## config.mk

```make
export PLATFORM = sky130hd
export DESIGN_NAME = pes_vm_multi
export DESIGN_NICKNAME = d
export VERILOG_FILES = /design/src/rtl/pes_vm_multi.sv
export SDC_FILE = /design/constraint.sdc
export NUM_CORES = 1
export LEC_CHECK = 0
export ABC_AREA = 1
export CAP_MARGIN = 20
export CORE_AREA = 2 2 74 76
export DETAILED_ROUTE_END_ITERATION = 16
export DIE_AREA = 0 0 76 78
export GPL_TIMING_DRIVEN = 0
export RECOVER_POWER = 50
export SYNTH_ARGS = -nofsm -noshare
export SYNTH_HDL_FRONTEND = slang
export SYNTH_SLANG_ARGS = --single-unit
```

## constraint.sdc

```tcl
create_clock -name clock -period 11.1 [get_ports clock]
set_input_delay 2.22 -clock clock [delete_from_list [all_inputs] [get_ports clock]]
set_output_delay 2.22 -clock clock [all_outputs]
set_load 0.02 [all_outputs]
```

## src/rtl/pes_vm_multi.sv

```systemverilog
// Multi-item vending controller: accumulates coin credit, vends priced items and
// pays change or refunds one coin per cycle, largest denomination first.
module pes_vm_multi #(
    parameter int unsigned NUM_ITEMS  = 4,
    parameter int unsigned CREDIT_W   = 7,
    parameter int unsigned MAX_CREDIT = 95,
    parameter int unsigned COIN1_VAL  = 5,
    parameter int unsigned COIN2_VAL  = 10,
    parameter int unsigned COIN3_VAL  = 25,
    parameter logic [NUM_ITEMS*CREDIT_W-1:0] PRICES = {7'd50, 7'd30, 7'd20, 7'd15},
    localparam int unsigned IDX_W = (NUM_ITEMS > 1) ? $clog2(NUM_ITEMS) : 1
) (
    input  logic                clock,
    input  logic                reset,
    input  logic [1:0]          coin,
    input  logic                sel_valid,
    input  logic [IDX_W-1:0]    sel,
    input  logic                cancel,
    output logic                vend,
    output logic [IDX_W-1:0]    vend_item,
    output logic                change_valid,
    output logic [1:0]          change_coin,
    output logic [CREDIT_W-1:0] credit,
    output logic                busy,
    output logic                coin_reject,
    output logic                sel_denied
);

    localparam int unsigned SUM_W = CREDIT_W + 1;

    // Denominations must be strictly ordered and every amount a multiple of the
    // smallest coin, otherwise the greedy change loop could not reach zero.
    if (!(COIN1_VAL < COIN2_VAL && COIN2_VAL < COIN3_VAL && COIN3_VAL <= MAX_CREDIT &&
          MAX_CREDIT < (32'd1 << CREDIT_W) && (MAX_CREDIT % COIN1_VAL) == 0)) begin : g_bad_coins
        $error("pes_vm_multi: inconsistent coin/credit parameters");
    end
    for (genvar g = 0; g < NUM_ITEMS; g++) begin : g_price_chk
        if ((32'(PRICES[g*CREDIT_W +: CREDIT_W]) % COIN1_VAL) != 0) begin : g_bad_price
            $error("pes_vm_multi: price not a multiple of the smallest coin");
        end
    end

    typedef enum logic [1:0] {
        S_IDLE   = 2'd0,
        S_CREDIT = 2'd1,
        S_VEND   = 2'd2,
        S_CHANGE = 2'd3
    } state_t;

    function automatic logic [SUM_W-1:0] coin_value(input logic [1:0] code);
        case (code)
            2'd1:    return SUM_W'(COIN1_VAL);
            2'd2:    return SUM_W'(COIN2_VAL);
            2'd3:    return SUM_W'(COIN3_VAL);
            default: return '0;
        endcase
    endfunction

    function automatic logic [CREDIT_W-1:0] price_of(input logic [IDX_W-1:0] idx);
        logic [CREDIT_W-1:0] p;
        p = '0;
        for (int unsigned i = 0; i < NUM_ITEMS; i++) begin
            if (32'(idx) == i) p = PRICES[i*CREDIT_W +: CREDIT_W];
        end
        return p;
    endfunction

    state_t              state_q, state_d;
    logic [CREDIT_W-1:0] credit_d;
    logic                vend_d, change_valid_d, busy_d, coin_reject_d, sel_denied_d;
    logic [IDX_W-1:0]    vend_item_d;
    logic [1:0]          change_coin_d;

    // Coin acceptance, selection and change-coin decode shared by both comb blocks
    logic                accepting, coin_take, coin_fits, sel_req, sel_ok, sel_grant, refund_go;
    logic [SUM_W-1:0]    coin_sum;
    logic [CREDIT_W-1:0] credit_in, price, chg_src, chg_val;
    logic [1:0]          chg_code;

    assign accepting = (state_q == S_IDLE) || (state_q == S_CREDIT);
    assign coin_sum  = {1'b0, credit} + coin_value(coin);
    assign coin_fits = coin_sum <= SUM_W'(MAX_CREDIT);
    assign coin_take = accepting && (coin != 2'd0) && coin_fits;
    assign credit_in = coin_take ? CREDIT_W'(coin_sum) : credit;

    assign price     = price_of(sel);
    assign sel_ok    = 32'(sel) < NUM_ITEMS;
    assign sel_req   = accepting && sel_valid && !cancel;
    assign sel_grant = sel_req && sel_ok && (credit >= price);
    assign refund_go = (state_q == S_CREDIT) && cancel;

    // A refund also pays back a coin accepted in the same cycle
    assign chg_src  = accepting ? credit_in : credit;
    assign chg_code = (32'(chg_src) >= COIN3_VAL) ? 2'd3 :
                      (32'(chg_src) >= COIN2_VAL) ? 2'd2 :
                      (32'(chg_src) >= COIN1_VAL) ? 2'd1 : 2'd0;
    assign chg_val  = CREDIT_W'(coin_value(chg_code));

    // State and registered-output register
    always_ff @(posedge clock) begin
        if (reset) begin
            state_q      <= S_IDLE;
            credit       <= '0;
            vend         <= 1'b0;
            vend_item    <= '0;
            change_valid <= 1'b0;
            change_coin  <= 2'd0;
            busy         <= 1'b0;
            coin_reject  <= 1'b0;
            sel_denied   <= 1'b0;
        end else begin
            state_q      <= state_d;
            credit       <= credit_d;
            vend         <= vend_d;
            vend_item    <= vend_item_d;
            change_valid <= change_valid_d;
            change_coin  <= change_coin_d;
            busy         <= busy_d;
            coin_reject  <= coin_reject_d;
            sel_denied   <= sel_denied_d;
        end
    end

    // Next state and next credit
    always_comb begin
        state_d  = state_q;
        credit_d = credit;
        unique case (state_q)
            S_IDLE, S_CREDIT: begin
                if (refund_go) begin
                    state_d  = S_CHANGE;
                    credit_d = chg_src - chg_val;
                end else if (sel_grant) begin
                    state_d  = S_VEND;
                    credit_d = credit_in - price;
                end else begin
                    state_d  = (credit_in != '0) ? S_CREDIT : S_IDLE;
                    credit_d = credit_in;
                end
            end
            S_VEND: begin
                if (credit != '0) begin
                    state_d  = S_CHANGE;
                    credit_d = chg_src - chg_val;
                end else begin
                    state_d = S_IDLE;
                end
            end
            S_CHANGE: begin
                if (credit != '0) begin
                    credit_d = credit - chg_val;
                end else begin
                    state_d = S_IDLE;
                end
            end
            default: begin
                state_d  = S_IDLE;
                credit_d = '0;
            end
        endcase
    end

    // Next values of the registered outputs; a CHANGE cycle always carries a coin
    always_comb begin
        vend_d         = sel_grant;
        vend_item_d    = sel_grant ? sel : '0;
        change_valid_d = (state_d == S_CHANGE);
        change_coin_d  = (state_d == S_CHANGE) ? chg_code : 2'd0;
        busy_d         = (state_d == S_VEND) || (state_d == S_CHANGE);
        coin_reject_d  = (coin != 2'd0) && !coin_take;
        sel_denied_d   = sel_req && !sel_grant;
    end

endmodule

```

# Yosys cells after proc, flatten, opt, wreduce, memory -nomap -nowiden
# Cells that the tools add are included.
classes:
  addsub: 4
  order_cmp: 5
  n_eq_ne: 16
  n_mux: 22
  bitwise_logic: 2
  reduce_logical: 22
ops:
  columns: ["operator", "count"]
  rows:
  - ["7-bit 2-to-1 mux", 9]
  - ["5-bit one-hot mux with 3 select lines", 2]
  - ["7-bit one-hot mux with 3 select lines", 1]
  - ["7-bit subtractor", 3]
  - ["2-bit == test, second input constant", 10]
  - ["7-bit nonzero test", 2]
  - ["2-bit 2-to-1 mux", 6]
  - ["7-bit by 8-bit adder with 8-bit output", 1]
  - ["2-bit by 1-bit == test with 1-bit output, second input constant", 4]
  - ["8-bit by 7-bit less-or-equal comparator with 1-bit output, second input constant", 1]
  - ["1-bit logical AND", 8]
  - ["7-bit by 3-bit greater-or-equal comparator with 1-bit output, second input constant", 1]
  - ["7-bit by 4-bit greater-or-equal comparator with 1-bit output, second input constant", 1]
  - ["7-bit by 5-bit greater-or-equal comparator with 1-bit output, second input constant", 1]
  - ["7-bit greater-or-equal comparator", 1]
  - ["2-bit one-hot mux with 3 select lines", 1]
  - ["2-bit OR reduction", 3]
  - ["2-bit zero test", 2]
  - ["4-bit 2-to-1 mux", 1]
  - ["2-bit inequality test, second input constant", 2]
  - ["1-bit zero test", 3]
  - ["1-bit logical OR", 2]
  - ["1-bit 2-to-1 mux", 2]
  - ["1-bit inverter", 2]
  - ["other kinds (2)", 2]
word_totals:
  ff_bits: 18
  in_bits: 8
  output_inout_bits: 16
  word_cells: 80

# Depth between registers and ports, before layout
logic_depth:
  depth_word: 16
  depth_mapped: 31
  ltp_nobuf: 31

# Worst setup path before layout
# No wires, ideal clock.
synth_timing:
  path_type: "in2reg"
  startpoint: "in coin[0]"
  endpoint: "reg credit[6]"
  setup_time_ns: 0.066
  t_arrival_ns: 5.650
  required_time_ns: 11.034
  setup_slack_ns: 5.383
  cell_stages: 26
  n_path_buf: 2
  cell_sequence: "clkbuf_1 > ha_1 > fa_1 > nand2_1 > nand2_1 > nand3_1 > nand2_1 > nand2_1 > nand2_1 > nand3_2 > nand2_4 > buf_12 > o21ai_2 > nor2_2 > o21a_2 > nand2_2 > nand2_1 > ha_1 > fa_1 > nor2_1 > a211oi_1 > nor2_1 > nor4_1 > o32ai_1 > inv_1 > a21oi_2"
synth_between:
  elab_chain_cells: 16
  word_cells_on_any_way: 29
  classes_between: "add/sub: 4; order compare: 4; eq/ne: 6; mux: 12; reduce/logical: 3"
synth_rtl:
  columns: ["element", "line_no", "rtl"]
  rows:
  - ["start: declaration", "15", "input logic [1:0] coin,"]
  - ["2-bit == test or 2-bit by 1-bit == test with 1-bit output (tied branches)", "51", "case (code)"]
  - ["5-bit one-hot mux with 3 select lines", "51", null]
  - ["7-bit by 8-bit adder with 8-bit output", "81", "assign coin_sum = {1'b0, credit} + coin_value(coin);"]
  - ["8-bit by 7-bit less-or-equal comparator with 1-bit output", "82", "assign coin_fits = coin_sum <= SUM_W'(MAX_CREDIT);"]
  - ["1-bit logical AND", "83", "assign coin_take = accepting && (coin != 2'd0) && coin_fits;"]
  - ["7-bit 2-to-1 mux (*)", "84", "assign credit_in = coin_take ? CREDIT_W'(coin_sum) : credit;"]
  - ["7-bit 2-to-1 mux", "93", "assign chg_src = accepting ? credit_in : credit;"]
  - ["7-bit by 3-bit greater-or-equal comparator with 1-bit output", "96", "(32'(chg_src) >= COIN1_VAL) ? 2'd1 : 2'd0;"]
  - ["1-bit 2-to-1 mux", "96", null]
  - ["2-bit 2-to-1 mux", "95", "(32'(chg_src) >= COIN2_VAL) ? 2'd2 :"]
  - ["2-bit 2-to-1 mux", "94", "assign chg_code = (32'(chg_src) >= COIN3_VAL) ? 2'd3 :"]
  - ["2-bit == test or 2-bit by 1-bit == test with 1-bit output (tied branches)", "51", null]
  - ["5-bit one-hot mux with 3 select lines", "51", null]
  - ["7-bit subtractor, on equally long branches", "151, 132, 144", null]
  - ["7-bit 2-to-1 mux, on equally long branches", "150, 130, 142", null]
  - ["7-bit one-hot mux with 3 select lines (*)", "128", "unique case (state_q)"]
  - ["end signal: assignment", "113", "credit <= credit_d;"]
  - ["end: declaration", "23", "output logic [CREDIT_W-1:0] credit,"]
# Mark *: on every way between the ends. The rest lies on a longest branch, timed or not. The select of a mux whose other input is x is not followed.
# A chain may end at the register's enable or synchronous reset.

# Final worst setup path
# Same ends and word-level chain as after synthesis.

==> flow_summary.ini <==
[status]
outcome = complete, no violations

[synth]
synth-edff-count = 0
synth_top_area_frac = 0.160
avgSynthCellArea_um2 = 6.77
syn-num-nets = 370
ys_top_cells_by_count = nand2_1, inv_1, nor2_1, ha_1, nand3_1
synth_warnings = 0
synthCells = 333
ys.flop_type = dfxtp_1
synth-seq-area-share = 0.160
ys_seq_elements = 18
synth_most_common_cell = nand2_1
syn_area_um2 = 2250
async_flop_share = 0
synthTopCellsByArea = dfxtp_1, ha_1, nand2_1, inv_1, nand3_1
yosysUniqueCellTypes = 44
synth_top_area_cell = dfxtp_1

[worst_setup_path]
end_kind = register
max_stage_delay_ps = 480
crit_arrival_ps = 6720
worst-path-buf-inv = 4
crit_fanout = 10
slowest_stage = clkdlybuf4s50_1
cp-start-kind = input port
r2r-start = credit[0]$_SDFFE_PP0P_
path_class = in2reg
crit_start = coin[0]
required_ps = 11300
path_common_cell = nand2_1
path_delay_family = simple AND/OR/NAND/NOR gates

[cts]
clock-sinks = 18
cts_tree = built
post_cts_buffers = 0
path_clk_slew_ps = 80
h-tree-depth = 1
postCtsHoldBufs = 0
cts_root_buf = clkbuf_8
numCtsBuffers = 3
cts-resized-gates = 0
clock_latency_ps = 270
cts_buffer_depth = 2

[cells_and_area]
diodes = 0
drive_gt1_frac = 0.136
nets = 398
area_delta_synth_final_pct = 16.5

[routing]
vias = 2133
via_per_inst = 4.96
ant_nets = 0
drt_iter0_drc = 113
routed_wl_mm = 5.68
drc = 0
dr.pass1.iters = 4
wl_per_cell_um = 13.2

[sta]
period_share = 0.587
finalSetupViolations = 0
period_needed_ps = 6510
rsz0062_at_grt = no
finClkSkew_ps = 3.80
maxSlewHeadroom = 0.711
timing_hold_violations_final = 0
worst_pin_slew_ps = 433
fin_ws_ps = 4590
drv_slew = 0
tns_ps = 0
fmax_mhz = 154

[power_and_ir_drop]
peakVddDrop_mv = 0.171
cellPowerDensity_nw_per_um2 = 297
leakage_nw = 1.40

[global_route]
first_global_vias = 1925
grt_pass1_wl_mm = 9.45
grt.total_usage = 0.200
grt_antenna_before_repair = 0
grt_max_degree = 11
grt_overflow = 0

[min_path]
hold_class = reg2reg
min_from = state_q[1]$_SDFF_PP0_

[floorplan]
num_rows = 26
fp.dieW_um = 76
coreArea_um2 = 5040
die_y_um = 78
num_io_pins = 24
die-area_um2 = 5930
start_util = 0.447

[place]
port_buffers = 23
hpwl_mm = 4.75
dp_slack_ps = 4290
place.gp.congestion = 0.880

[run]
maxCapViolCount = 0
==> sequential cells by signal, summed over array words and instances, names as in the netlist <==
| signal | cells |
|---|---|
| state_q | 2 |
| vend | 1 |
| coin_reject | 1 |
| change_coin | 2 |
| sel_denied | 1 |
| change_valid | 1 |
| busy | 1 |
| credit | 7 |
| vend_item | 2 |
==> worst min-delay path: cells and delay by family, from the launching register on <==
family	cells	cell delay, ps
DFF	1	370
AOI/OAI and AO/OA	1	140
and+or+nand+nor	1	110
==> cell families after synthesis <==
family | synth area share
XOR/XNOR | 0.0194
AND/OR/NAND/NOR | 0.347
flip-flops | 0.160
buffers and inverters | 0.125
AO/OA/AOI/OAI | 0.174
adder cells (fa/ha/maj) | 0.174
==> layout make-up <==
class                           count  area, um^2
Inverter                           65         244
Buffer                              4        38.8
Clock buffer                        4        55.1
Multi-Input combinational cell    246        1610
Timing Repair Buffer               23         230
Tap cell                           70        87.6
Sequential cell                    18         360
Fill cell                         541        2420
==> path summary, 6_finish.rpt <==
| check | to | slack (ps) | cells after the start |
|---|---|---|---|
| setup / recovery | credit[6]$_SDFFE_PP0P_ | 4590 | 27 |
| hold reg to reg | busy$_SDFF_PP0_ | 660 | 2 |
| hold / removal | busy$_SDFF_PP0_ | 660 | 2 |
| setup reg to reg | credit[6]$_SDFFE_PP0P_ | 6760 | 25 |
==> where the power goes <==
part / internal (mW) / total (mW) / leakage (nW) / switching [mW]
clock: 0.0317 / 0.0581 / 0.0288 / 0.0265
combinational: 0.237 / 0.618 / 1.22 / 0.380
sequential: 0.0820 / 0.104 / 0.148 / 0.0222
total: 0.351 / 0.780 / 1.40 / 0.429
==> per-layer routing <==
metal,global-route usage,wire length [um]
met1,0.262,2670
met2,0.358,2740
met3,0.0267,247
met4,0.0273,26
met5,0,0
==> cell usage in the layout (no fill, tap or decap), types with 4 or more instances in the layout <==
cell type / synthesis / final
nand2_1: 71 / 71
inv_1: 60 / 60
nor2_1: 27 / 27
ha_1: 25 / 25
nand3_1: 21 / 21
dfxtp_1: 18 / 18
dlygate4sd3_1: 0 / 17
o21ai_0: 14 / 14
a21oi_1: 13 / 13
nand2_2: 8 / 8
clkdlybuf4s50_1: 0 / 6
a21oi_2: 5 / 5
inv_2: 4 / 4
nand3_2: 4 / 4
nor2_2: 4 / 4
nor4_1: 4 / 4
a31oi_1: 4 / 4
fa_1: 4 / 4
clkbuf_8: 0 / 4
==> through the flow <==
step | power [mW] | instances | instance area (um^2) | hold slack [ps] | utilization
floorplan | 0.582 | 333 | 2250 | 581 | -
global placement | 0.723 | 426 | 2570 | 641 | 0.510
detailed placement | 0.730 | 426 | 2570 | 644 | 0.510
CTS | 0.789 | 430 | 2630 | 661 | 0.521
global route | 0.873 | 430 | 2630 | 707 | 0.521
finish | 0.780 | 430 | 2630 | 658 | 0.521
(Power assumes the default switching activity.)
